--- src/rtl/maxnet_pkg.sv ---
// Shared definitions for the MaxNet parameter loader: default frame geometry
// and the loader FSM state encoding.
package maxnet_pkg;

    localparam int DATA_W = 32;
    localparam int N      = 4;

    typedef enum logic [1:0] {
        IDLE   = 2'd0,
        LOAD_X = 2'd1,
        LOAD_W = 2'd2,
        READY  = 2'd3
    } state_t;

endpackage

--- src/rtl/maxnet_word_regfile.sv ---
// Word-addressed register file with one write port, a flat parallel read
// and asynchronous clear.
module maxnet_word_regfile #(
    parameter  int DEPTH  = 4,
    parameter  int DATA_W = 32,
    localparam int ADDR_W = (DEPTH > 1) ? $clog2(DEPTH) : 1
) (
    input  logic                    clk,
    input  logic                    rst_n,
    input  logic                    we,
    input  logic [ADDR_W-1:0]       addr,
    input  logic [DATA_W-1:0]       wdata,
    output logic [DEPTH*DATA_W-1:0] rdata_flat
);

    logic [DEPTH*DATA_W-1:0] regs;

    always_ff @(posedge clk or negedge rst_n) begin
        if (!rst_n) begin
            regs <= '0;
        end else if (we) begin
            regs[addr*DATA_W +: DATA_W] <= wdata;
        end
    end

    assign rdata_flat = regs;

endmodule

--- src/rtl/maxnet_param_loader.sv ---
// Loads one MaxNet frame (N activations, then N*N row-major weights) from a
// valid/ready word stream and presents it in parallel with framing checks.
module maxnet_param_loader #(
    parameter int DATA_W = maxnet_pkg::DATA_W,
    parameter int N      = maxnet_pkg::N
) (
    input  logic                  clk,
    input  logic                  rst_n,
    input  logic                  start,
    input  logic                  compute_busy,
    input  logic                  in_valid,
    input  logic [DATA_W-1:0]     in_data,
    input  logic                  in_last,
    output logic                  in_ready,
    output logic [N*DATA_W-1:0]   x_flat,
    output logic [N*N*DATA_W-1:0] w_flat,
    output logic                  data_valid,
    output logic                  done,
    output logic                  err
);

    import maxnet_pkg::*;

    localparam int NW    = N * N;
    localparam int IDX_W = $clog2(NW);
    localparam int XA_W  = (N > 1) ? $clog2(N) : 1;

    state_t           state, state_n;
    logic [IDX_W-1:0] idx, idx_n;
    logic             data_valid_n, done_n, err_n;
    logic             x_we, w_we;
    logic             xfer;

    assign in_ready = (state == LOAD_X) || (state == LOAD_W);
    assign xfer     = in_valid && in_ready;

    always_ff @(posedge clk or negedge rst_n) begin
        if (!rst_n) begin
            state      <= IDLE;
            idx        <= '0;
            data_valid <= 1'b0;
            done       <= 1'b0;
            err        <= 1'b0;
        end else begin
            state      <= state_n;
            idx        <= idx_n;
            data_valid <= data_valid_n;
            done       <= done_n;
            err        <= err_n;
        end
    end

    // The offending word of a bad frame is still written; only the state,
    // err and done reflect the framing failure.
    always_comb begin
        state_n      = state;
        idx_n        = idx;
        data_valid_n = data_valid;
        done_n       = 1'b0;
        err_n        = err;
        x_we         = 1'b0;
        w_we         = 1'b0;
        unique case (state)
            IDLE, READY: begin
                if (start && !compute_busy) begin
                    state_n      = LOAD_X;
                    idx_n        = '0;
                    data_valid_n = 1'b0;
                    err_n        = 1'b0;
                end
            end
            LOAD_X: begin
                if (xfer) begin
                    x_we = 1'b1;
                    if (in_last) begin
                        state_n = IDLE;
                        idx_n   = '0;
                        err_n   = 1'b1;
                    end else if (idx == IDX_W'(N - 1)) begin
                        state_n = LOAD_W;
                        idx_n   = '0;
                    end else begin
                        idx_n = idx + 1'b1;
                    end
                end
            end
            LOAD_W: begin
                if (xfer) begin
                    w_we = 1'b1;
                    if (idx == IDX_W'(NW - 1)) begin
                        idx_n = '0;
                        if (in_last) begin
                            state_n      = READY;
                            done_n       = 1'b1;
                            data_valid_n = 1'b1;
                        end else begin
                            state_n = IDLE;
                            err_n   = 1'b1;
                        end
                    end else if (in_last) begin
                        state_n = IDLE;
                        idx_n   = '0;
                        err_n   = 1'b1;
                    end else begin
                        idx_n = idx + 1'b1;
                    end
                end
            end
            default: begin
                state_n = IDLE;
                idx_n   = '0;
            end
        endcase
    end

    maxnet_word_regfile #(
        .DEPTH  (N),
        .DATA_W (DATA_W)
    ) u_x_regs (
        .clk        (clk),
        .rst_n      (rst_n),
        .we         (x_we),
        .addr       (idx[XA_W-1:0]),
        .wdata      (in_data),
        .rdata_flat (x_flat)
    );

    maxnet_word_regfile #(
        .DEPTH  (NW),
        .DATA_W (DATA_W)
    ) u_w_regs (
        .clk        (clk),
        .rst_n      (rst_n),
        .we         (w_we),
        .addr       (idx),
        .wdata      (in_data),
        .rdata_flat (w_flat)
    );

endmodule
--- config.mk ---
export PLATFORM = sky130hd
export DESIGN_NAME = maxnet_param_loader
export DESIGN_NICKNAME = d
export VERILOG_FILES = /design/src/rtl/maxnet_pkg.sv /design/src/rtl/maxnet_word_regfile.sv /design/src/rtl/maxnet_param_loader.sv
export SDC_FILE = /design/constraint.sdc
export NUM_CORES = 1
export LEC_CHECK = 0
export CORE_MARGIN = 2
export CORE_UTILIZATION = 35
export DETAILED_ROUTE_END_ITERATION = 12
export SLEW_MARGIN = 40
export SYNTH_ARGS = -nofsm -noshare
export SYNTH_HDL_FRONTEND = slang
export SYNTH_SLANG_ARGS = --single-unit
--- constraint.sdc ---
create_clock -name clk -period 2.6 [get_ports clk]
set_clock_uncertainty 0.05 [all_clocks]
set_input_delay 0.26 -clock clk [delete_from_list [all_inputs] [get_ports clk]]
set_output_delay 0.26 -clock clk [all_outputs]
set_load 0.01 [all_outputs]
==> results of run 1 <==
==> worst paths after layout <==
kind                                                 end  slack (ns)                     from
min in group clk                              data_valid        0.26                    start
worst min register to register   u_x_regs.rdata_flat[79]        0.43  u_x_regs.rdata_flat[79]
worst max register to register    u_w_regs.rdata_flat[1]        0.13                   idx[0]
max in group asynchronous        u_w_regs.rdata_flat[60]        1.41                    rst_n
worst min-delay path            u_w_regs.rdata_flat[498]        0.15                    rst_n
worst max-delay path              u_w_regs.rdata_flat[1]        0.13                   idx[0]
==> power by group <==
group / internal [mW] / switching (mW)
registers: 10.6 / 0.270
logic: 1.47 / 2.22
clock network: 6.16 / 4.22
==> cells by family after synthesis <==
group,count (synthesis),synth area share [%]
buffers and inverters,236,4.095
adder cells (fa/ha/maj),8,0.4000
flip-flops,649,64.90
XOR/XNOR,2,0.07002
AO/OA/AOI/OAI,567,12.64
multiplexers,99,4.900
AND/OR/NAND/NOR,819,13.00
==> sequential cells by signal, summed over array words and instances (netlist names) <==
register             count
u_w_regs.rdata_flat    512
idx                      4
done                     1
state                    2
data_valid               1
u_x_regs.rdata_flat    128
err                      1
==> worst max-delay path, delay by kind of cell, from the launching register on <==
| family | cells | cell delay (ns) |
|---|---|---|
| flip-flops | 1 | 0.45 |
| AND/OR/NAND/NOR | 4 | 0.93 |
| adder cells (fa/ha/maj) | 1 | 0.30 |
| multiplexers | 1 | 0.36 |
| buffers and inverters | 1 | 0.24 |
==> final cells by class <==
| cell class | instances | area [µm²] |
|---|---|---|
| Antenna cell | 1 | 2.502 |
| Clock buffer | 109 | 2163 |
| Clock inverter | 16 | 242.7 |
| Fill cell | 6323 | 35180 |
| Inverter | 39 | 146.4 |
| Multi-Input combinational cell | 1495 | 7895 |
| Sequential cell | 649 | 16240 |
| Tap cell | 950 | 1189 |
| Timing Repair Buffer | 792 | 8058 |
==> stage by stage <==
step / cells / utilization, % / hold WS, ns / power [mW] / cell area, µm²
after floorplan: 2380 / - / -0.08559 / 12.44 / 25020
after global placement: 3919 / 47.06 / 0.2362 / 14.64 / 33470
after detailed placement: 3919 / 47.06 / 0.2380 / 14.73 / 33470
after CTS: 4045 / 50.46 / 0.1724 / 25.16 / 35880
after global routing: 4051 / 50.53 / 0.1666 / 25.87 / 35940
final: 4051 / 50.53 / 0.1487 / 24.92 / 35940
==> timing repair <==
action | 4_1_cts | 5_1_grt
buffers inserted | 0 | 5
gates resized for setup | 0 | 1
hold endpoints to repair | 42 | 0
hold buffers | 1 | 0
setup endpoints to repair | 0 | 80
==> metal layers <==
layer	part of all wire, %	up-vias
met4	4.3	2
li1	-	9307
met5	0.011	-
met2	48	836
met3	7.9	198
met1	40	10310
==> placed cells by master (no fill, tap or decap), types with 2 or more instances in the layout <==
cell,synthesis,layout
clkinv_2,0,4
nor2_1,7,3
o22ai_1,2,2
mux2_1,3,3
ha_1,8,8
nor3_2,0,3
mux2_4,30,30
dfrtp_1,649,649
o211ai_4,1,7
o21ai_0,432,432
nand2b_1,4,3
buf_4,5,78
nand3_1,73,67
xnor2_1,2,2
o21ai_1,20,20
clkbuf_1,147,17
mux2_2,65,65
nand4_1,2,2
clkdlybuf4s50_1,0,680
clkinv_8,0,3
inv_6,0,2
bufinv_16,0,4
nand2_2,0,4
nand3_2,1,7
nor2_2,1,3
nand2_1,710,706
and2_1,2,2
clkbuf_8,0,18
clkbuf_16,0,74
nor3b_1,2,2
nor3_1,6,3
inv_1,39,39
nor2_4,0,2
and3b_1,3,3
a21oi_1,4,4
o31ai_1,98,98
buf_12,3,32
==> impl_metrics.yaml, run 1 <==
global_routing:
  grt_util_met3_pct: 7.183
  antenna_found_initial: 6
  grtUsageTotal_pct: 26.98
  grt_pass1_wl_um: 145700
  grt_most_used_layer: "met2"
  grtUsageMet1_pct: 34.02
  grtUsageMet2_pct: 44.03
  grt-ovfl-total: 0
  grt_max_degree: 87
  grt_pass1_vias: 20580
route:
  dr.pass1.iters: 5
  wire_per_inst_um: 24.76
  routed_wl_um: 100300
  vias_per_cell: 5.097
  vias: 20650
  dr.first_iter.drc_count: 1462
  drc: 0
  drtAntennaViolNets: 0
worst_setup_path:
  path_class: "reg -> reg"
  cpPeakStageDelay_ns: 0.45
  crit_chain: "nor3_1 -> ha_1 -> and3b_1 -> nand4_1 -> nor2_4 -> buf_4 -> mux2_2"
  worst_setup_path_end_kind: "register"
  crit_slowest_cell: "dfrtp_1"
  worstRegToRegCells: 7
  critical_path_arrival_ns: 2.91
  cp.required_ns: 3.04
  critPathMaxFanout: 12
  start_kind: "register"
clocking:
  clock_path_buffers: 3
  cts.clk_slew.worst_paths_ns: 0.07
  clock_latency_ns: 0.62
  cts-root-buf: "clkbuf_16"
  cts_sinks: 649
  numCtsBuffers: 72
  cts_tree: "built"
  cts.htree.levels: 3
outcome:
  status: "finished clean"
synthesis:
  netlist.area_leader.share_pct: 64.90
  ys.flop_type: "dfrtp_1"
  synth_area_leader_cell: "dfrtp_1"
  ys_seq_area_share_pct: 64.90
  post_synth.cell_area_avg_um2: 10.51
  synth_warnings: 0
  async_flop_share_pct: 100.0
  ys_types: 43
  synth_area_leaders: "dfrtp_1, nand2_1, o21ai_0, o31ai_1, mux2_2"
  yosysMostFrequentCell: "nand2_1"
  ys_ff_latch: 649
  synth_commonest_cells: "nand2_1, dfrtp_1, o21ai_0"
  netlist_instances: 2380
  synth_edf_count: 0
  synthesis.nets: 2426
  syn_area_um2: 25020
die:
  num_rows: 98
  initial_core_util_pct: 35.18
  pin_count: 682
  die_x_um: 271.4
  core_area_um2: 71120
  die_area_um2: 73650
  die_height_um: 271.4
sta:
  clock.fmax_ghz: 0.4048
  final.setup.tns_ns: 0
  min_period_ns: 2.470
  period_share_pct: 95.01
  drv_slew: 0
  worst_pin_slew_ns: 0.8783
  rsz0062_at_grt: "false"
  finalHoldViolCount: 0
  slew_headroom_pct: 41.26
  setup_viol: 0
  setup_slack_ns: 0.1298
placed_design:
  gp_congestion: 0.8556
  io_buffers: 681
  detailed_place_hpwl_um: 68550
  place_ws_ns: 0.02458
flow_run:
  cap_violations: 0
layout:
  layout-drive-gt1-share_pct: 11.10
  area_growth_pct: 43.62
  finalNetCount: 3095
hold_path:
  worstHoldPathType: "in -> async"
pwr:
  vdd_ir_drop_max_mv: 0.5981
  p_leak_nw: 15.52
  p_per_area_nw_per_um2: 693.5
Power figures use the tool's default switching activity.
==> run 2, diff against run 1 <==
Settings changed: PLACE_DENSITY_LB_ADDON set to 0.15.
Clock period 2.6 ns to 3 ns, I/O delays scaled along.
==> run 2 against run 1 <==
Cell count is essentially flat. Sequential cell count is the same. Sequential share of layout area grew 0.23 points. Hold slack lost 0.024 ns. Sequential power shrank 13%. Non-clock buffer count shrank 5. Combinational power shrank 15%. Via count shrank 1.0%. Final area shrank 0.51%. Critical path depth grew 1. Critical endpoint is now u_w_regs.rdata_flat[187]. Largest power group unchanged.
==> impl_metrics.yaml, run 2 (synthesis gave the netlist of run 1 again) <==
sta:
  drv_slew: 0
  finalHoldViolCount: 0
  period_share_pct: 93.25
  slew_headroom_pct: 41.68
  rsz0062_at_grt: "false"
  final.setup.tns_ns: 0
  clock.fmax_ghz: 0.3575
  worst_pin_slew_ns: 0.8720
  setup_slack_ns: 0.2026
  setup_viol: 0
  min_period_ns: 2.797
layout:
  final_common_cell: "nand2_1"
  layout-drive-gt1-share_pct: 11.39
  final_cell_mix: "nand2_1, clkdlybuf4s50_1, dfrtp_1"
  utilization_pct: 50.27
  finalNetCount: 3090
  largest_reg_flops: 512
  area_growth_pct: 42.89
pwr:
  vdd_ir_drop_max_mv: 0.3793
  p_int_mw: 15.80
  seqPwrFrac_pct: 43.4
  power_mw: 21.66
  p_sw_share_pct: 27.07
  clock_power_share_pct: 42.1
  comb_power_share_pct: 14.5
  p_leak_nw: 15.46
  switchingPower_mw: 5.863
  p_per_area_nw_per_um2: 605.8
die:
  die_height_um: 271.4
  initial_core_util_pct: 35.18
  core_area_um2: 71120
  die_x_um: 271.4
  pin_count: 682
  die_area_um2: 73650
  num_rows: 98
global_routing:
  grt_pass1_wl_um: 147700
  grt_max_degree: 75
  grt-ovfl-total: 0
  antenna_found_initial: 1
  grt_pass1_vias: 20390
  grtUsageTotal_pct: 27.47
route:
  drtAntennaViolNets: 0
  vias: 20440
  dr.pass1.iters: 5
  routed_wl_um: 102300
  dr.first_iter.drc_count: 1497
  wire_per_inst_um: 25.25
  vias_per_cell: 5.044
  drc: 0
placed_design:
  detailed_place_hpwl_um: 71190
  place_ws_ns: 0.1755
  gp_congestion: 0.8502
  io_buffers: 681
worst_setup_path:
  critPathMaxFanout: 64
  timing.reg2reg.setup_slack_ns: 0.20
  path_class: "reg -> reg"
  critical_path_arrival_ns: 3.25
  cp.required_ns: 3.45
  start_kind: "register"
  worst_setup_path_end_kind: "register"
clocking:
  cts-root-buf: "clkbuf_16"
  clock_path_buffers: 3
  cts_tree: "built"
  clock_latency_ns: 0.61
  cts.htree.levels: 3
  numCtsBuffers: 72
  postCtsSetupBuffers: 0
  cts_sinks: 649
  cts.clk_slew.worst_paths_ns: 0.06
flow_run:
  cap_violations: 0
outcome:
  status: "finished clean"
hold_path:
  worstHoldPathType: "in -> reg"
-- run 2: final cells by class --
type / count / area [µm²]
diodes: 2 / 5.005
clock buffers: 99 / 2067
clock inverters: 31 / 382.9
fillers: 6368 / 35360
inverters: 39 / 146.4
multi-input cells: 1495 / 7901
flip-flops and latches: 649 / 16240
well taps: 950 / 1189
repair buffers: 787 / 7823
-- run 2: final timing paths --
check | cells past startpoint | endpoint | from
max in group asynchronous | 4 | u_w_regs.rdata_flat[3] | rst_n
min | 3 | u_x_regs.rdata_flat[101] | in_data[5]
min reg2reg | 2 | u_w_regs.rdata_flat[163] | u_w_regs.rdata_flat[163]
min in group asynchronous | 2 | u_x_regs.rdata_flat[30] | rst_n
max | 8 | u_w_regs.rdata_flat[187] | idx[0]
max reg2reg | 8 | u_w_regs.rdata_flat[187] | idx[0]
-- run 2: worst max-delay path, stage by stage, from the launching register on --
cell and delay, ns:
dfrtp_1 0.52, inv_1 0.22, ha_1 0.39, and3b_1 0.27, buf_4 0.21, o211ai_4 0.18
buf_4 0.55, nand2_1 0.13, o31ai_1 0.11
-- run 2: power groups by stage --
stage                     registers [mW]  logic [mW]  clock network, mW
after global placement              9.53        3.12                  0
after floorplan                     9.71        1.07                  0
after global routing                9.45        3.36               9.66
after detailed placement            9.55        3.15                  0
final                               9.40        3.13               9.12
after CTS                           9.40        3.16               9.29
-- run 2: through the flow --
stage	instance area [µm²]	cells	hold WS [ns]
after floorplan	25020	2380	-0.04559
after global placement	33290	3918	0.2463
after detailed placement	33280	3919	0.2545
after CTS	35740	4050	0.08681
after global routing	35750	4050	0.1284
final	35750	4052	0.1244
-- run 2: per-layer routing --
layer	vias up	track usage, %	part of all wire (%)
li1	9281	-	-
met1	10290	34.87	41
met2	701	45.29	48
met3	163	6.970	7.1
met4	0	10.35	3.6
met5	-	0	0
-- run 2: repair_timing --
item                                   4_1_cts  5_1_grt
endpoints found under the hold margin       52        0
setup endpoints to repair                    0       28
hold buffers                                 1        0
gates resized for setup                      0        1
